===== src/rtl/mem_arbiter_if.sv =====
// Bus bundle between the arbiter, its two requesters (C = CPU, L = loader)
// and the shared single-port synchronous memory.
interface mem_arbiter_if #(
    parameter int AW = 32,
    parameter int DW = 32
);
    logic          c_req;
    logic          c_we;
    logic [AW-1:0] c_addr;
    logic [DW-1:0] c_wdata;
    logic [DW-1:0] c_rdata;
    logic          c_ack;

    logic          l_req;
    logic          l_we;
    logic [AW-1:0] l_addr;
    logic [DW-1:0] l_wdata;
    logic [DW-1:0] l_rdata;
    logic          l_ack;

    logic          m_en;
    logic          m_we;
    logic [AW-1:0] m_addr;
    logic [DW-1:0] m_wdata;
    logic [DW-1:0] m_rdata;

    logic [1:0]    gnt;

    // Arbiter side
    modport slave (
        input  c_req, c_we, c_addr, c_wdata,
        output c_rdata, c_ack,
        input  l_req, l_we, l_addr, l_wdata,
        output l_rdata, l_ack,
        output m_en, m_we, m_addr, m_wdata,
        input  m_rdata,
        output gnt
    );

    // Requester / memory side
    modport master (
        output c_req, c_we, c_addr, c_wdata,
        input  c_rdata, c_ack,
        output l_req, l_we, l_addr, l_wdata,
        input  l_rdata, l_ack,
        input  m_en, m_we, m_addr, m_wdata,
        output m_rdata,
        input  gnt
    );
endinterface


===== src/rtl/mem_arbiter.sv =====
// Round-robin arbiter/sequencer sharing one single-port synchronous memory
// between the CPU port (C) and a loader/debug port (L). One access at a
// time: IDLE -> ISSUE -> (WAIT x RD_LAT for reads) -> ACK -> IDLE.
module mem_arbiter #(
    parameter int AW     = 32,
    parameter int DW     = 32,
    parameter int RD_LAT = 2
) (
    input  logic         clk,
    input  logic         reset,
    mem_arbiter_if.slave bus
);
    typedef enum logic [1:0] {
        S_IDLE  = 2'd0,
        S_ISSUE = 2'd1,
        S_WAIT  = 2'd2,
        S_ACK   = 2'd3
    } state_t;

    // Wait counter is 4 bits, enough for the 1..15 latency range.
    localparam logic [3:0] LAT = 4'(RD_LAT);

    state_t        r_state;
    logic [1:0]    r_gnt;       // {L,C} one-hot owner
    logic          r_last;      // 1: L was granted last, 0: C was
    logic [3:0]    r_cnt;
    logic          r_m_en;
    logic          r_m_we;
    logic [AW-1:0] r_m_addr;
    logic [DW-1:0] r_m_wdata;
    logic          r_c_ack;
    logic          r_l_ack;
    logic [DW-1:0] r_c_rdata;
    logic [DW-1:0] r_l_rdata;

    logic          w_any;
    logic          w_pick_l;

    // Winner select: a lone requester wins; on a tie the port not granted last wins.
    always_comb begin
        w_any    = bus.c_req | bus.l_req;
        w_pick_l = bus.l_req & (~bus.c_req | ~r_last);
    end

    // Sequencer FSM; every output is a register written here.
    always_ff @(posedge clk or posedge reset) begin
        if (reset) begin
            r_state   <= S_IDLE;
            r_gnt     <= 2'b00;
            r_last    <= 1'b1;
            r_cnt     <= 4'd0;
            r_m_en    <= 1'b0;
            r_m_we    <= 1'b0;
            r_m_addr  <= '0;
            r_m_wdata <= '0;
            r_c_ack   <= 1'b0;
            r_l_ack   <= 1'b0;
            r_c_rdata <= '0;
            r_l_rdata <= '0;
        end else begin
            case (r_state)
                S_IDLE: begin
                    if (w_any) begin
                        // Command is latched straight into the memory-side
                        // registers, so m_addr/m_wdata hold it afterwards.
                        r_gnt     <= w_pick_l ? 2'b10 : 2'b01;
                        r_last    <= w_pick_l;
                        r_m_en    <= 1'b1;
                        r_m_we    <= w_pick_l ? bus.l_we    : bus.c_we;
                        r_m_addr  <= w_pick_l ? bus.l_addr  : bus.c_addr;
                        r_m_wdata <= w_pick_l ? bus.l_wdata : bus.c_wdata;
                        r_state   <= S_ISSUE;
                    end
                end
                S_ISSUE: begin
                    r_m_en <= 1'b0;
                    r_m_we <= 1'b0;
                    if (r_m_we) begin
                        r_c_ack <= r_gnt[0];
                        r_l_ack <= r_gnt[1];
                        r_state <= S_ACK;
                    end else begin
                        r_cnt   <= LAT;
                        r_state <= S_WAIT;
                    end
                end
                S_WAIT: begin
                    r_cnt <= r_cnt - 4'd1;
                    // Count of 1 marks the cycle m_rdata is valid.
                    if (r_cnt == 4'd1) begin
                        if (r_gnt[0]) r_c_rdata <= bus.m_rdata;
                        if (r_gnt[1]) r_l_rdata <= bus.m_rdata;
                        r_c_ack <= r_gnt[0];
                        r_l_ack <= r_gnt[1];
                        r_state <= S_ACK;
                    end
                end
                S_ACK: begin
                    r_c_ack <= 1'b0;
                    r_l_ack <= 1'b0;
                    r_gnt   <= 2'b00;
                    r_state <= S_IDLE;
                end
                default: r_state <= S_IDLE;
            endcase
        end
    end

    // Drive the bus from the registered outputs.
    always_comb begin
        bus.gnt     = r_gnt;
        bus.m_en    = r_m_en;
        bus.m_we    = r_m_we;
        bus.m_addr  = r_m_addr;
        bus.m_wdata = r_m_wdata;
        bus.c_ack   = r_c_ack;
        bus.l_ack   = r_l_ack;
        bus.c_rdata = r_c_rdata;
        bus.l_rdata = r_l_rdata;
    end
endmodule


===== src/flat_wrapper.sv =====
// flat-port wrapper written by rule: the top's interface ports become plain ports
module mem_arbiter_flat 
#(
    parameter int AW     = 32,
    parameter int DW     = 32,
    parameter int RD_LAT = 2
)
  (clk, reset, bus_c_req, bus_c_we, bus_c_addr, bus_c_wdata, bus_c_rdata, bus_c_ack, bus_l_req, bus_l_we, bus_l_addr, bus_l_wdata, bus_l_rdata, bus_l_ack, bus_m_en, bus_m_we, bus_m_addr, bus_m_wdata, bus_m_rdata, bus_gnt);
  mem_arbiter_if #(.AW(AW), .DW(DW)) bus_i ();
  input  logic clk;
  input  logic reset;
  input wire logic [$bits(bus_i.c_req)-1:0] bus_c_req;
  input wire logic [$bits(bus_i.c_we)-1:0] bus_c_we;
  input wire logic [$bits(bus_i.c_addr)-1:0] bus_c_addr;
  input wire logic [$bits(bus_i.c_wdata)-1:0] bus_c_wdata;
  output wire logic [$bits(bus_i.c_rdata)-1:0] bus_c_rdata;
  output wire logic [$bits(bus_i.c_ack)-1:0] bus_c_ack;
  input wire logic [$bits(bus_i.l_req)-1:0] bus_l_req;
  input wire logic [$bits(bus_i.l_we)-1:0] bus_l_we;
  input wire logic [$bits(bus_i.l_addr)-1:0] bus_l_addr;
  input wire logic [$bits(bus_i.l_wdata)-1:0] bus_l_wdata;
  output wire logic [$bits(bus_i.l_rdata)-1:0] bus_l_rdata;
  output wire logic [$bits(bus_i.l_ack)-1:0] bus_l_ack;
  output wire logic [$bits(bus_i.m_en)-1:0] bus_m_en;
  output wire logic [$bits(bus_i.m_we)-1:0] bus_m_we;
  output wire logic [$bits(bus_i.m_addr)-1:0] bus_m_addr;
  output wire logic [$bits(bus_i.m_wdata)-1:0] bus_m_wdata;
  input wire logic [$bits(bus_i.m_rdata)-1:0] bus_m_rdata;
  output wire logic [$bits(bus_i.gnt)-1:0] bus_gnt;
  assign bus_i.c_req = bus_c_req;
  assign bus_i.c_we = bus_c_we;
  assign bus_i.c_addr = bus_c_addr;
  assign bus_i.c_wdata = bus_c_wdata;
  assign bus_c_rdata = bus_i.c_rdata;
  assign bus_c_ack = bus_i.c_ack;
  assign bus_i.l_req = bus_l_req;
  assign bus_i.l_we = bus_l_we;
  assign bus_i.l_addr = bus_l_addr;
  assign bus_i.l_wdata = bus_l_wdata;
  assign bus_l_rdata = bus_i.l_rdata;
  assign bus_l_ack = bus_i.l_ack;
  assign bus_m_en = bus_i.m_en;
  assign bus_m_we = bus_i.m_we;
  assign bus_m_addr = bus_i.m_addr;
  assign bus_m_wdata = bus_i.m_wdata;
  assign bus_i.m_rdata = bus_m_rdata;
  assign bus_gnt = bus_i.gnt;
  mem_arbiter #(.AW(AW), .DW(DW), .RD_LAT(RD_LAT)) u_core (.clk(clk), .reset(reset), .bus(bus_i));
endmodule

===== config.mk =====
export PLATFORM = sky130hd
export DESIGN_NAME = mem_arbiter_flat
export DESIGN_NICKNAME = d
export VERILOG_FILES = /design/src/rtl/mem_arbiter_if.sv /design/src/rtl/mem_arbiter.sv /design/src/flat_wrapper.sv
export SDC_FILE = /design/constraint.sdc
export NUM_CORES = 1
export LEC_CHECK = 0
export BUFFER_PORTS_ARGS = -buffer_cell sky130_fd_sc_hd__buf_2
export CAP_MARGIN = 0
export CORE_MARGIN = 3
export CORE_UTILIZATION = 43
export CTS_BUF_LIST = sky130_fd_sc_hd__clkbuf_8
export DETAILED_ROUTE_END_ITERATION = 8
export PLACE_DENSITY = 0.76
export SLEW_MARGIN = 15
export SYNTH_ARGS = -nofsm -noshare
export SYNTH_HDL_FRONTEND = slang
export SYNTH_SLANG_ARGS = --single-unit

===== constraint.sdc =====
create_clock -name clk -period 4.1 [get_ports clk]
set_input_delay 0.205 -clock clk [delete_from_list [all_inputs] [get_ports clk]]
set_output_delay 0.205 -clock clk [all_outputs]
set_load 0.1 [all_outputs]

==> summary.md <==
| Metric | Value |
|---|---|
| Worst path slowest cell | o21a_2 |
| I/O Pins | 300 |
| Count of final setup violators | 0 |
| Crit path max-delay family | compound AO/OA/AOI/OAI gates |
| Synth Cell Area | 0.00611 mm^2 |
| Complex-gate fraction of the synthesized area | 0.134 |
| H-tree depth | 4 |
| Status | completed |
| Post-route ant nets | 0 |
| CTS tree | done |
| Synthesized flop and latch total | 141 |
| Yosys warns | 0 |
| First-pass GRT wire length | 30600 um |
| Area grow syn2layout | 45.6% |
| Cell row count | 42 |
| Post-synthesis mux area share | 0.130 |
| Final worst-path cycle share | 0.624 |
| CP Class | reg2reg |
| Net count, final | 1108 |
| Syn Nets | 738 |
| Main combinational cell family by area after synthesis | compound AO/OA/AOI/OAI gates |
| DRT Wirelength | 19300 um |
| Fraction of layout cells with a size suffix above 1 | 0.440 |
| Hold Crit Class | in2reg |
| Detail Placement HPWL | 12600 um |
| Die height | 125 um |
| Sequential area share after synthesis | 0.577 |
| CP endpoint kind | flip-flop |
| CTS buffer count | 17 |
| Reg-to-reg slack, setup | 1.54 ns |
| Vias | 5758 |
| Final Hold Fails | 0 |
| Crit path launch type | flip-flop |
| Fin Clk Skew | 0.0132 ns |
| Port buffer count | 299 |
| Post-synthesis xor/xnor area fraction | 0 |
| Gp weighted congestion | 0.883 |
| Fmax | 0.391 GHz |
| Largest net degree at the start of global routing | 71 |
| Root buffer cell | clkbuf_8 |
| Tot GR Track Use | 0.243 |
| Remaining global-route overflow | 0 |
| Die width | 125 um |
| Worst endpoint data arrival time | 2.90 ns |
| Drt initial violations | 295 |
| Setup TNS | 0 ns |
| Worst Path Required | 4.44 ns |
| CP max FO | 46 |
| DR WL/cell | 17.2 um |
| Initial Utilization | 0.451 |
| CP peak stage delay | 0.86 ns |
| Min Clock Period, post-route | 2.56 ns |
| Post-Synth Simple-Gate Area | 0.103 |
| Vias in the first global route | 5826 |
| Actual slew at the worst max-slew pin | 1.06 ns |
| Vias per cell | 5.12 |
| Slew Viols, Final | 0 |
| Drt first pass iters | 5 |
| Post-synthesis adder-cell area fraction | 0.0143 |
| Synth unique cells | 42 |
| Fillers | 1011 |
| Avg Cell Area, Syn | 10.8 um^2 |
| MaxCap Viol Count | 0 |
| Clock Pin Slew Worst Setup and Hold Paths | 0.09 ns |
| Worst skew pair latency | 0.44 ns |
| Post-Synthesis Cells | 565 |
| Clk buf depth | 2 |
| Die Area | 0.0157 mm^2 |
| Core Box Area | 0.0136 mm^2 |
| DRC | 0 |
| Initial antenna violation count | 1 |
| RSZ-0062 raised after global routing | no |
| Post-cts sizing count | 0 |
| Max-Slew Margin vs Limit | 0.295 |
| Worst-path cell chain | inv_1 > ha_1 > o21a_2 > buf_4 > nor2_1 > a21oi_1 |
| Clk sinks | 141 |
| Crit path buf inv count | 2 |
## routing by layer
layer  GRT usage  vias to the layer above  wire (um)
met5           0                        -         13
li1            -                     2671          -
met2       0.398                      318       9300
met3      0.0657                       54       1470
met1       0.301                     2713       7770
met4       0.115                        2        763
## worst reg2reg max path, stage by stage, from the launching register on
cell	delay, ns
dfrtp_1	0.41
inv_1	0.13
ha_1	0.42
o21a_2	0.86
buf_4	0.37
nor2_1	0.09
a21oi_1	0.20
## final timing paths
check / start / end / cells after the start
worst max-delay path: u_core.r_state[0] / u_core.bus.m_addr[25] / 6
worst min-delay path: bus_m_rdata[17] / u_core.bus.l_rdata[17] / 2
worst max register to register: u_core.r_state[0] / u_core.bus.m_addr[25] / 6
worst min register to register: u_core.bus.c_rdata[15] / u_core.bus.c_rdata[15] / 1
max in group asynchronous: reset / u_core.r_last / 4
min in group asynchronous: reset / u_core.bus.l_rdata[10] / 3
## stage by stage
step	instance area [um^2]	util	hold WS, ns	setup slack, ns	instances
floorplan	6110	-	0.334	0.115	565
global placement	7690	0.567	0.351	1.67	1010
detailed placement	7690	0.567	0.354	1.59	1010
CTS	8890	0.656	0.0000934	1.59	1123
global route	8900	0.656	0.00301	1.38	1124
finish	8900	0.657	0.0265	1.54	1125
## logic make-up (layout without fill, tap and decap cells)
kind of cell,Yosys count,in the layout
and+or+nand+nor,150,150
AOI/OAI and AO/OA,152,152
adders and majority gates,7,7
buffers and inverters,45,428
muxes,70,70
other,0,1
DFF,141,141
## final cells by class
class                   instances  area [um^2]  share of cell area
diodes                          1         2.50            0.000281
flip-flops and latches        141         3530               0.396
clock inverters                12          111              0.0125
well taps                     176          220              0.0247
multi-input cells             379         2350               0.265
repair buffers                389         2380               0.267
inverters                       7         31.3             0.00351
clock buffers                  20          275              0.0309
## flip-flops by register name, indices dropped and copies added, names as in the netlist
register and flops:
u_core.bus.m_wdata 32, u_core.bus.m_we 1, u_core.r_last 1, u_core.r_state 2
u_core.bus.c_ack 1, u_core.bus.l_rdata 32, u_core.bus.l_ack 1, u_core.bus.c_rdata 32
u_core.bus.m_addr 32, u_core.bus.m_en 1, u_core.r_cnt 4, u_core.bus.gnt 2
## timing repair
item                      in CTS  in global routing
hold buffers                  81                  1
hold endpoints to repair     163                  1
buffers inserted               0                  0
## synth_stat cells (all sizes together)
cell / number / share of area
dfrtp: 140 / 0.57
a21oi: 131 / 0.11
mux2: 68 / 0.13
nor2: 68 / 0.042
nand2: 66 / 0.041
buf: 31 / 0.033
o21ai: 8 / 0.0065
clkbuf: 7 / 0.0043
ha: 7 / 0.014
inv: 7 / 0.0043
nand3: 3 / 0.0041
nor3b: 3 / 0.0053
mux2i: 2 / 0.0033
nor2b: 2 / 0.0020
nor3: 2 / 0.0016
or3b: 2 / 0.0033
a211oi: 1 / 0.0012
a21bo: 1 / 0.0016
a21boi: 1 / 0.0012
a21o: 1 / 0.0012
a221oi: 1 / 0.0043
a22o: 1 / 0.0016
a2bb2oi: 1 / 0.0014
a31oi: 1 / 0.0010
a32oi: 1 / 0.0014
and3: 1 / 0.0010
and4: 1 / 0.0014
dfstp: 1 / 0.0043
nand2b: 1 / 0.0010
o211ai: 1 / 0.0012
o21a: 1 / 0.0012
o311ai: 1 / 0.0014
o31ai: 1 / 0.0012
or2: 1 / 0.0010
## cell usage in the layout, fill, tap and decap left out, types with 2 or more instances in the layout
cell / Yosys / layout
inv_6: 0 / 3
nor2b_1: 2 / 2
ha_1: 7 / 7
buf_4: 3 / 8
buf_2: 22 / 299
dlygate4sd3_1: 0 / 82
mux2_1: 4 / 4
mux2_2: 62 / 62
clkbuf_8: 0 / 20
mux2_4: 2 / 2
mux2i_1: 2 / 2
nand3_2: 2 / 2
a21oi_1: 131 / 131
nand2_1: 66 / 66
nor3b_2: 2 / 2
clkinv_2: 0 / 2
clkinvlp_4: 0 / 4
dfrtp_1: 140 / 140
nor2_1: 68 / 68
o21ai_0: 7 / 7
inv_1: 7 / 7
nor3_1: 2 / 2
Power is left out: the tool's default activity adds up to more than one toggle a clock period on the data nets, which glitch-free logic cannot reach.
